--- src/rtl/tdm_demux2.sv ---
// Two-channel TDM deserializer: framed MSB-first serial stream -> channel A/B words with strobes.
// Define TDM_PARITY_EN to carry an even-parity bit after each slot's data bits.
module tdm_demux2 #(
  parameter int WIDTH = 8
) (
  input  logic             clk,
  input  logic             rst,
  input  logic             en,
  input  logic             din,
  input  logic             sync,
  output logic [WIDTH-1:0] a_out,
  output logic             a_valid,
  output logic [WIDTH-1:0] b_out,
  output logic             b_valid,
  output logic             sync_err,
  output logic             par_err,
  output logic             locked
);
`ifdef TDM_PARITY_EN
  localparam int L = WIDTH + 1;
`else
  localparam int L = WIDTH;
`endif
  localparam int CW = $clog2(L);

  typedef enum logic [1:0] {IDLE, SLOT_A, SLOT_B} state_t;

  state_t           state, state_n;
  logic [CW-1:0]    cnt, cnt_n;
  logic [L-2:0]     sr, sr_n;
  logic [WIDTH-1:0] a_out_n, b_out_n;
  logic             a_valid_n, b_valid_n, sync_err_n, locked_n;
  logic [L-1:0]     full;
  logic [WIDTH-1:0] data;
  logic             last, ok;
`ifdef TDM_PARITY_EN
  logic             par_err_n;
`endif

  // full holds the slot's bits including the one being sampled now
  assign full = {sr, din};
  assign data = full[L-1 -: WIDTH];
  assign last = (cnt == CW'(L - 1));

  always_comb begin
    state_n    = state;
    cnt_n      = cnt;
    sr_n       = sr;
    a_out_n    = a_out;
    b_out_n    = b_out;
    a_valid_n  = 1'b0;
    b_valid_n  = 1'b0;
    sync_err_n = 1'b0;
    locked_n   = locked;
`ifdef TDM_PARITY_EN
    par_err_n  = 1'b0;
    ok         = ~^full;
`else
    ok         = 1'b1;
`endif
    if (en) begin
      if (state == IDLE) begin
        if (sync) begin
          locked_n = 1'b1;
          state_n  = SLOT_A;
          cnt_n    = CW'(1);
          sr_n     = '0;
          sr_n[0]  = din;
        end
      end else begin
        sr_n  = full[L-2:0];
        cnt_n = cnt + 1'b1;
        if (last) begin
          cnt_n   = '0;
          state_n = (state == SLOT_A) ? SLOT_B : SLOT_A;
          if (ok) begin
            if (state == SLOT_A) begin
              a_out_n   = data;
              a_valid_n = 1'b1;
            end else begin
              b_out_n   = data;
              b_valid_n = 1'b1;
            end
          end
`ifdef TDM_PARITY_EN
          else par_err_n = 1'b1;
`endif
        end
        // Off-boundary sync: drop the partial word (a just-finished slot B still delivers)
        if (sync && !(state == SLOT_A && cnt == '0)) begin
          sync_err_n = 1'b1;
          state_n    = SLOT_A;
          cnt_n      = CW'(1);
          sr_n       = '0;
          sr_n[0]    = din;
          if (!(state == SLOT_B && last)) begin
            a_out_n   = a_out;
            a_valid_n = 1'b0;
`ifdef TDM_PARITY_EN
            par_err_n = 1'b0;
`endif
          end
        end
      end
    end
  end

  always_ff @(posedge clk) begin
    if (rst) begin
      state    <= IDLE;
      cnt      <= '0;
      sr       <= '0;
      a_out    <= '0;
      b_out    <= '0;
      a_valid  <= 1'b0;
      b_valid  <= 1'b0;
      sync_err <= 1'b0;
      locked   <= 1'b0;
    end else begin
      state    <= state_n;
      cnt      <= cnt_n;
      sr       <= sr_n;
      a_out    <= a_out_n;
      b_out    <= b_out_n;
      a_valid  <= a_valid_n;
      b_valid  <= b_valid_n;
      sync_err <= sync_err_n;
      locked   <= locked_n;
    end
  end

`ifdef TDM_PARITY_EN
  always_ff @(posedge clk) begin
    if (rst) par_err <= 1'b0;
    else     par_err <= par_err_n;
  end
`else
  assign par_err = 1'b0;
`endif

endmodule

--- config.mk ---
export PLATFORM = sky130hd
export DESIGN_NAME = tdm_demux2
export DESIGN_NICKNAME = d
export VERILOG_FILES = /design/src/rtl/tdm_demux2.sv
export SDC_FILE = /design/constraint.sdc
export NUM_CORES = 1
export LEC_CHECK = 0
export CORE_MARGIN = 2
export CORE_UTILIZATION = 57
export CTS_BUF_LIST = sky130_fd_sc_hd__clkbuf_2 sky130_fd_sc_hd__clkbuf_4 sky130_fd_sc_hd__clkbuf_8
export CTS_CLUSTER_DIAMETER = 100
export CTS_CLUSTER_SIZE = 40
export DETAILED_ROUTE_END_ITERATION = 8
export PLACE_DENSITY = 0.9
export SLEW_MARGIN = 20
export SYNTH_ARGS = -nofsm -noshare
export SYNTH_HDL_FRONTEND = slang
export SYNTH_SLANG_ARGS = --single-unit
--- constraint.sdc ---
create_clock -name clk -period 2.5 [get_ports clk]
set_input_delay 0.5 -clock clk [delete_from_list [all_inputs] [get_ports clk]]
set_output_delay 0.5 -clock clk [all_outputs]
set_load 0.05 [all_outputs]
# Word level (Yosys, flattened, before mapping)
# Cells that the tools add are included.
# Widths: inputs -> output; s select.
[classes]
n_addsub = 1
multipliers = 0
div = 0
magnitude_cmp = 0
eq_ne = 5
n_shift = 0
muxes = 22
bitwise_logic = 4
reduce_logical = 14
[op_table]
columns = ["operator", "n"]
rows = [
  ["$mux 8", 4],
  ["$mux 7", 3],
  ["$mux 3", 4],
  ["$mux 2", 5],
  ["$reduce_and 3->1", 3],
  ["$mux 1", 6],
  ["$not 1->1", 4],
  ["$reduce_and 4->1", 1],
  ["$reduce_or 4->1", 1],
  ["$add 3x1->3 const B", 1],
  ["$eq 3x3->1 const B", 1],
  ["$logic_and 1x1->1", 3],
  ["$logic_not 3->1", 1],
  ["$reduce_bool 3->1", 1],
  ["$reduce_or 3->1", 1],
  ["$eq 2x1->1 const B", 1],
  ["$eq 2x2->1 const B", 1],
  ["$logic_not 2->1", 1],
  ["$ne 2x1->1 const B", 1],
  ["$ne 2x2->1 const B", 1],
  ["$reduce_and 2->1", 1],
  ["$logic_not 1->1", 1],
]
[totals]
register_bits = 32
latch_bits = 0
mem_bits_rw = 0
rom_bits = 0
in_bits = 5
elab_cells = 55
n_memories = 0

# Logic depth before layout (Yosys ltp)
# Gate-level depths: netlist of run 1.
[logic_depth]
ltp_word = 6
depth_mapped = 6
ltp_nobuf = 5

# Least setup slack after synthesis of run 1
# Ideal clock, no wire load.
[synth_path]
kind = "reg-to-reg"
startpoint = "register cnt[0]"
endpoint = "register cnt[1]"
arrival_time_ns = 1.383
required_ns = 2.408
setup_slack_ns = 1.025
stages_incl_launch_ff = 5
path_buffers = 0
synth_period_minus_slack_ns = 1.475
path_cell_list = "dfxtp_1 -> ha_1 -> ha_1 -> or4b_1 -> o32ai_1"
[synth_via]
elab_chain_len = 6
[synth_lines]
columns = ["element", "line", "rtl"]
rows = [
  ["from (decl)", "29", "logic [CW-1:0] cnt, cnt_n;"],
  ["from (signal assigned)", "121", "cnt <= cnt_n;"],
  ["parallel branches: the longest is 4 deep, another holds $add 3x1->3", "-", ""],
  ["$mux 3 (*)", "90", "if (sync && !(state == SLOT_A && cnt == '0)) begin"],
  ["$mux 3 (*)", "62", "if (state == IDLE) begin"],
]
# Every way passes the cells marked *.
# A chain may end at the register's enable or synchronous reset.

# Worst setup path after layout of run 1
[layout_path]
startpoint = "register a_out[1]"
endpoint = "output port a_out[1]"
[layout_rtl]
columns = ["element", "line", "rtl"]
rows = [
  ["from (decl)", "11", "output logic [WIDTH-1:0] a_out,"],
  ["from (signal assigned)", "123", "a_out <= a_out_n;"],
]
# No word-level cell between the ends.

==> results of run 1 <==
==> stage by stage <==
stage	std cells	hold slack [ps]	instance area (um^2)	setup slack [ps]
2_1_floorplan	139	432	1350	1020
4_1_cts	189	463	1630	444
5_1_grt	189	488	1630	420
6_report	189	461	1630	459
3_5_place_dp	181	447	1550	375
3_3_place_gp	181	445	1550	427
==> per-layer routing <==
layer	share of wire [%]	GRT usage (%)	up-vias	wire, um
met2	48	32.9	24	1190
met4	1.5	8.97	0	38
met3	4.5	7.14	3	112
met5	0	0	-	0
met1	46	27.0	478	1150
li1	-	-	515	-
==> final timing paths <==
check	endpoint	depth (start not counted)	from
hold / removal	b_out[6]	2	b_out[6]
setup / recovery	a_out[1]	1	a_out[1]
hold reg to reg	b_out[6]	2	b_out[6]
setup reg to reg	cnt[1]	4	cnt[0]
==> cells in the final DEF (no fill, tap or decap), drive strengths merged <==
cell type	netlist	layout
a211oi	1	1
clkinvlp	0	1
nand3	1	1
buf	8	1
and3	1	1
nor3	2	2
o32ai	8	8
o21a	1	1
or3b	1	1
a21o	1	1
o21ai	3	3
bufinv	0	1
nand2	20	20
nand2b	17	17
and4b	1	1
inv	3	3
a31oi	1	1
conb	1	1
mux2i	9	9
dfxtp	32	32
nand4b	1	1
clkdlybuf4s50	0	24
or4b	1	1
nor3b	1	1
o31a	1	1
clkinv	0	1
clkbuf	3	5
ha	3	3
and2	1	1
nor2	6	6
a21oi	11	11
==> worst reg2reg max path, stage by stage (launching register included) <==
cell     delay, ps
dfxtp_1        350
ha_1           220
ha_1           280
or4b_1         540
o32ai_1        130
==> where the power goes <==
part | internal [W] | switching, W | total [W]
clock network | 0.000208 | 0.000183 | 0.000392
logic | 0.0000227 | 0.0000362 | 0.0000589
registers | 0.000515 | 0.00000561 | 0.000520
==> synthesized netlist by cell type (3+ instances only) <==
| cell type | count |
|---|---|
| nand2b_1 | 17 |
| inv_1 | 3 |
| ha_1 | 3 |
| dfxtp_1 | 32 |
| nor2_1 | 6 |
| clkbuf_1 | 3 |
| a21oi_1 | 10 |
| buf_6 | 4 |
| o32ai_1 | 8 |
| mux2i_1 | 9 |
| nand2_1 | 20 |
==> kinds of logic (layout without fill, tap and decap cells) <==
kind of cell             Yosys count  after routing
adder cells (fa/ha/maj)            3              3
AO/OA/AOI/OAI                     27             27
other                              1              1
buffers and inverters             14             36
multiplexers                       9              9
AND/OR/NAND/NOR                   53             53
flip-flops                        32             32
==> flip-flops by register name (all words and copies together) (netlist names) <==
name and cells:
sync_err 1, a_valid 1, b_out 8, a_out 8, sr 7, locked 1
state 2, cnt 3, b_valid 1
==> layout make-up <==
type	instances	area (um^2)	area share, %
clock buffer	5	37.5	2.30
multi-input combinational	93	618	37.9
clock inverter	3	42.5	2.61
inverter	3	11.3	0.690
tap	28	35.0	2.15
timing repair buffer	25	248	15.2
sequential	32	641	39.2
==> impl_metrics.tcl, run 1 <==
set metrics [dict create \
    die_h_um 52.7 \
    cts_made_buffers 5 \
    min_period_over_period_pct 81.6 \
    tightestPinTransition_ps 522 \
    die_area_mm2 0.00278 \
    antenna_left 0 \
    numPortBuffers 24 \
    synth_area_mm2 0.00135 \
    rsz0062_at_grt "no" \
    crit_chain "clkdlybuf4s50_1" \
    drc_errors 0 \
    cts_sinks 32 \
    cp-end-kind "primary output" \
    cts_buffer_depth 2 \
    wl_um 2490 \
    synth_compound_area_share_pct 14.4 \
    timing_hold_violations_final 0 \
    vias 1020 \
    critPathKind "reg2out" \
    setup_viol 0 \
    p_total_w 0.000971 \
    synth_xor_area_share_pct 0 \
    syn_area_per_cell_um2 9.72 \
    synthesis.yosys.warnings 0 \
    synthCells 139 \
    initial_core_util_pct 60.5 \
    maxSlewViolCount 0 \
    track_usage_pct 21.3 \
    io_pins 26 \
    synth_edf_count 0 \
    via_per_inst 5.40 \
    start_kind "flop" \
    wl_per_cell_um 13.2 \
    min_path_type "reg2reg" \
    cts_tree "done" \
    cts_root_buf "clkbuf_4" \
    peakVddDrop_uv 726 \
    ys_seq_area_share_pct 47.4 \
    n_antenna_cell 0 \
    max-cap-violations 0 \
    htreeDepth 2 \
    drive_gt1_share_pct 9.32 \
    synth-simple-area-share_pct 21.7 \
    dp_hpwl_um 1790 \
    first_pass_iters 4 \
    gp_congestion 0.798 \
    skew_ps 8.55 \
    synth_largest_area_cell "dfxtp_1" \
    cp.required_ps 2000 \
    areaGrowthSynthToFinish_pct 20.8 \
    synth.top_cell.area_share_pct 47.4 \
    synth_cell_types 31 \
    status "complete, no violations" \
    hold_buffers 0 \
    globalRouteOverflowTotal 0 \
    nNetsFinal 168 \
    nFillCells 188 \
    reg2reg_slack_ps 890 \
    cts.repair.resized 0 \
    final.min_clock_period_ps 2040 \
    clk_latency_ps 340 \
    path_clk_slew_ps 110 \
    grt_antenna_before_repair 0 \
    fin_util_pct 73.1 \
    synth_top_family_by_area "simple AND/OR/NAND/NOR gates" \
    core_mm2 0.00223 \
    power_density_mw_per_mm2 594 \
    p_leak_nw 0.605 \
    die_w_um 52.7 \
    ys_top_cells_by_area "dfxtp_1, nand2b_1, mux2i_1" \
    syn-num-nets 147 \
    cp_slowest_stage_delay_ps 830 \
    async_reset_ff_share_pct 0 \
    grt_pass1_vias 930 \
    crit_arrival_ps 1540 \
    ys_ff_latch 32 \
    yosys.area_share.adder_pct 2.78 \
    path_max_fanout 2 \
    rows 17 \
    cp.buffers_inverters 1 \
    relSlewSlack_pct 65.1 \
    critPathTopFamily "buffers and inverters" \
    cts.repair_timing.setup_buffer_count 0 \
    grt_pass1_wl_um 4240 \
    drtIter0Drc 13 \
    synth.area.mux_share_pct 6.67 \
    synthFlopType "dfxtp_1" \
    grt_max_degree 33 \
    crit_slowest_cell "clkdlybuf4s50_1" \
    max_freq_ghz 0.490 \
    final.setup.tns_ps 0 \
]
Note: power is estimated with default switching activity, not from simulation.
==> run 2: changes to the inputs <==
Settings changed: CORE_UTILIZATION 57 to 48, PLACE_DENSITY 0.9 to 0.81.
Clock period 2.5 ns to 1.8 ns, I/O delays scaled along.
==> run 2 against run 1 <==
Effect of this change: highest routed layer unchanged; critical endpoint is now cnt[1]; sequential power increased by 39%; first-iteration DRC count grew 130%; clock power is 3% lower.
==> impl_metrics.tcl, run 2 (synthesis results as in run 1) <==
set metrics [dict create \
    cts_sinks 32 \
    status "complete, no violations" \
    htreeDepth 2 \
    setup_viol 0 \
    hold_slack_ps 456 \
    fin_util_pct 58.7 \
    crit_arrival_ps 1860 \
    p_clk_share_pct 31.8 \
    vias 1036 \
    nNetsFinal 171 \
    wl_um 2570 \
    rows 19 \
    drive_gt1_share_pct 22.7 \
    n_antenna_cell 0 \
    mostFrequentLayoutCell "dfxtp_1" \
    via_per_inst 5.34 \
    crit_slowest_cell "or4b_1" \
    antenna_left 0 \
    place_area_mm2 0.00154 \
    reg_top3 "a_out x8, b_out x8, sr x7" \
    path_max_fanout 7 \
    multi_input_area_um2 618 \
    cp-end-kind "flop" \
    core_mm2 0.00271 \
    drtIter0Drc 30 \
    crit_chain "ha_1 > ha_1 > or4b_1 > o32ai_1" \
    grt_pass1_wl_um 4410 \
    p_int_w 0.000911 \
    critPathKind "reg2reg" \
    nFillCells 237 \
    cts.repair_timing.setup_buffer_count 0 \
    drc_errors 0 \
    rsz0062_at_grt "no" \
    peakVddDrop_uv 568 \
    min_path_type "reg2reg" \
    timing_hold_violations_final 0 \
    die_w_um 57.1 \
    first_pass_iters 5 \
    start_kind "flop" \
    dp_hpwl_um 1880 \
    critPathTopFamily "simple AND/OR/NAND/NOR gates" \
    power_switching_w 0.000281 \
    path_clk_slew_ps 90 \
    pwr-share-comb_pct 7.6 \
    grt_max_degree 33 \
    die_area_mm2 0.00326 \
    skew_ps 4.11 \
    cp.required_ps 2040 \
    maxSlewViolCount 0 \
    numPortBuffers 24 \
    cts_made_buffers 5 \
    switching_share_pct 23.6 \
    cts_root_buf "clkbuf_4" \
    cts_tree "done" \
    min_period_over_period_pct 89.9 \
    max-cap-violations 0 \
    areaGrowthSynthToFinish_pct 17.8 \
    pwr-share-seq_pct 60.6 \
    track_usage_pct 17.6 \
    clk_latency_ps 330 \
    globalRouteOverflowTotal 0 \
    die_h_um 57.1 \
    fin_ws_ps 182 \
    cts.repair.resized 0 \
    regArea_um2 641 \
    cp.buffers_inverters 0 \
    gp_congestion 0.720 \
    dp_slack_ps 32.0 \
    cts_buffer_depth 2 \
    wl_per_cell_um 13.2 \
    power_density_mw_per_mm2 749 \
    final.min_clock_period_ps 1620 \
    cp_common_cell "ha_1" \
    final_cell_mix "dfxtp_1, buf_4, nand2_1, nand2b_1, a21oi_1" \
    max_freq_ghz 0.618 \
    initial_core_util_pct 49.9 \
    cp_slowest_stage_delay_ps 550 \
    grt_pass1_vias 971 \
    final.setup.tns_ps 0 \
    hold_buffers 0 \
    io_pins 26 \
    grt_antenna_before_repair 0 \
    fin_area_mm2 0.00159 \
    p_leak_nw 0.654 \
]
==> run 2: cell types whose count changed in the layout (fill, tap and decap cells not counted) <==
| cell | before | now |
|---|---|---|
| clkdlybuf4s50_1 | 24 | 4 |
| clkinvlp_4 | 1 | 0 |
| buf_12 | 0 | 1 |
| buf_4 | 1 | 23 |
| clkbuf_4 | 5 | 6 |
| bufinv_16 | 1 | 0 |
==> run 2: metrics by stage <==
| step | cells | power, W |
|---|---|---|
| floorplan | 139 | 0.000805 |
| global placement | 187 | 0.000827 |
| detailed placement | 187 | 0.000829 |
| CTS | 194 | 0.00120 |
| global route | 194 | 0.00125 |
| finish | 194 | 0.00119 |
==> run 2: routing by layer <==
metal	up-vias	global-route usage, %	wire length, um
met5	-	0	0
met2	23	28.4	1250
met1	484	21.3	1160
met3	4	6.80	126
li1	525	-	-
met4	0	6.98	37
==> run 2: final timing paths <==
kind / from / to / slack (ps) / cells after the start
min reg2reg: sr[0] / b_out[1] / 460 / 2
max reg2reg: cnt[0] / cnt[1] / 180 / 4
max: cnt[0] / cnt[1] / 180 / 4
min: sr[0] / b_out[1] / 460 / 2
==> run 2: worst register-to-register path: stages (launching register included) <==
cell     delay [ps]
dfxtp_1         360
ha_1            220
ha_1            280
or4b_1          550
o32ai_1         130
==> run 2: layout make-up <==
type	instances	share of cell area, %
clock inverter	1	0.314
timing repair buffer	28	14.6
tap	31	2.44
inverter	3	0.708
sequential	32	40.3
multi-input combinational	93	38.8
clock buffer	6	2.83
==> run 2: power groups by stage <==
stage / Combinational [W] / Sequential (W) / Clock [W]
6_report: 0.0000900 / 0.000723 / 0.000379
5_1_grt: 0.0000992 / 0.000724 / 0.000425
4_1_cts: 0.0000902 / 0.000723 / 0.000386
3_5_place_dp: 0.0000897 / 0.000739 / 0
3_3_place_gp: 0.0000880 / 0.000739 / 0
2_1_floorplan: 0.0000651 / 0.000740 / 0
==> run 3: changes to the inputs <==
==> constraint.sdc (replaced) <==
create_clock -name clk -period 1.8 [get_ports clk]
set_input_delay 0.27 -clock clk [delete_from_list [all_inputs] [get_ports clk]]
set_output_delay 0.27 -clock clk [all_outputs]
set_load 0.05 [all_outputs]
==> run 3 against run 2 <==
Effect of this change: routed wire length shrank 2.7%; cell area is 4.2% higher; worst setup slack worse by 140 ps; final cell count fell by 0.52%; die area is the same; clock power is 42% higher; combinational power shrank 3.1%; worst hold slack improved by 7.2 ps; critical path depth fell by 3; maximum frequency down 7.8%; largest cell class unchanged; largest power group unchanged.
==> impl_metrics.tcl, run 3 (synthesis results as in run 1) <==
set metrics [dict create \
    crit_arrival_ps 1480 \
    status "complete, no violations" \
    hold_slack_ps 463 \
    n_antenna_cell 0 \
    numPortBuffers 24 \
    reg_top3 "a_out x8, b_out x8, sr x7" \
    grt_antenna_before_repair 0 \
    tightestPinTransition_ps 498 \
    max-cap-violations 0 \
    min_to "b_out[3]" \
    io_pins 26 \
    dp_hpwl_um 1810 \
    die_h_um 57.1 \
    cts_buffer_depth 2 \
    die_w_um 57.1 \
    htreeDepth 2 \
    cts.repair.resized 0 \
    dp_slack_ps 102 \
    final_cell_mix "dfxtp_1, nand2_1, nand2b_1, clkdlybuf4s50_1, a21oi_1" \
    cp.required_ps 1530 \
    final.min_clock_period_ps 1750 \
    hold_buffers 0 \
    crit_slowest_cell "clkdlybuf4s50_1" \
    areaGrowthSynthToFinish_pct 22.8 \
    path_max_fanout 2 \
    reg2reg_to "cnt[1]" \
    peakVddDrop_uv 703 \
    wl_um 2500 \
    drtIter0Drc 24 \
    setup_viol 0 \
    nNetsFinal 169 \
    cp-end-kind "primary output" \
    rows 19 \
    grt_pass1_vias 918 \
    reg2reg_slack_ps 180 \
    core_mm2 0.00271 \
    cp_slowest_stage_delay_ps 800 \
    globalRouteOverflowTotal 0 \
    final.setup.tns_ps 0 \
    critPathTopFamily "buffers and inverters" \
    initial_core_util_pct 49.9 \
    cp.buffers_inverters 1 \
    maxSlewViolCount 0 \
    via_per_inst 5.23 \
    wl_per_cell_um 12.9 \
    regArea_um2 641 \
    timing_hold_violations_final 0 \
    placed_cells_incl_taps 185 \
    place_area_mm2 0.00157 \
    start_kind "flop" \
    track_usage_pct 16.8 \
    hold_depth 2 \
    mostFrequentLayoutCell "dfxtp_1" \
    gp_congestion 0.757 \
    cts_made_buffers 5 \
    crit_chain "clkdlybuf4s50_1" \
    critPathKind "reg2out" \
    r2r_start "cnt[0]" \
    p_leak_nw 0.700 \
    nFillCells 235 \
    drc_errors 0 \
    multi_input_area_um2 618 \
    fin_area_mm2 0.00166 \
    vias 1009 \
    relSlewSlack_pct 66.7 \
    max_freq_ghz 0.570 \
    grt_pass1_wl_um 4190 \
    power_density_mw_per_mm2 813 \
    clk_latency_ps 330 \
    first_pass_iters 4 \
    min_path_type "reg2reg" \
    drive_gt1_share_pct 11.7 \
    hp-start "b_out[3]" \
    r2r_cells 4 \
    min_period_over_period_pct 97.4 \
    fin_ws_ps 46.4 \
    die_area_mm2 0.00326 \
    cts_tree "done" \
    cts_sinks 32 \
    cts.repair_timing.setup_buffer_count 0 \
    grt_max_degree 33 \
    skew_ps 18.8 \
    rsz0062_at_grt "no" \
    cts_root_buf "clkbuf_4" \
    antenna_left 0 \
    path_clk_slew_ps 110 \
    stdcell_count 193 \
]
## run 3: cell types whose count changed in the layout (fill, tap and decap cells not counted)
cell,change
dlymetal6s2s_1,+4
clkdlybuf4s50_1,+13
bufinv_16,+1
buf_4,-19
## run 3: worst max-delay path by stage
stage             start       end  slack, ps  cells after the start
5_1_grt        a_out[0]  a_out[0]          3                      1
4_1_cts        b_out[0]  b_out[0]         20                      1
6_report       a_out[0]  a_out[0]         50                      1
3_5_place_dp         en    cnt[1]        100                      4
3_3_place_gp         en  a_out[3]        160                      5
2_1_floorplan    cnt[0]    cnt[1]        320                      4
## run 3: power by group
part           leakage, nW  switching [W]  internal [W]
Sequential           0.258     0.00000792      0.000715
Combinational        0.396      0.0000514     0.0000359
Clock               0.0456       0.000233      0.000306
## run 3: final cells by class
type	instances	share of cell area, %
flip-flops and latches	32	38.6
multi-input cells	93	37.3
repair buffers	26	16.3
clock buffers	6	2.71
well taps	31	2.34
clock inverters	2	2.11
inverters	3	0.679
## run 3: tightest hold or removal path: cells and delay by family, from the launching register on
family          cells  cell delay, ps
simple gates        1              50
compound gates      1              50
flops               1             320
## run 3: metrics by stage
step / util [%] / power, W
2_1_floorplan: - / 0.000805
6_report: 61.2 / 0.00135
5_1_grt: 61.2 / 0.00140
3_5_place_dp: 57.9 / 0.000826
3_3_place_gp: 57.9 / 0.000823
4_1_cts: 60.8 / 0.00136
## run 3: per-layer routing
metal / track usage (%) / wire, um / vias up
li1: - / - / 520
met1: 21.0 / 1140 / 461
met2: 26.3 / 1200 / 26
met3: 7.48 / 135 / 2
met4: 4.98 / 19 / 0
met5: 0 / 0 / -
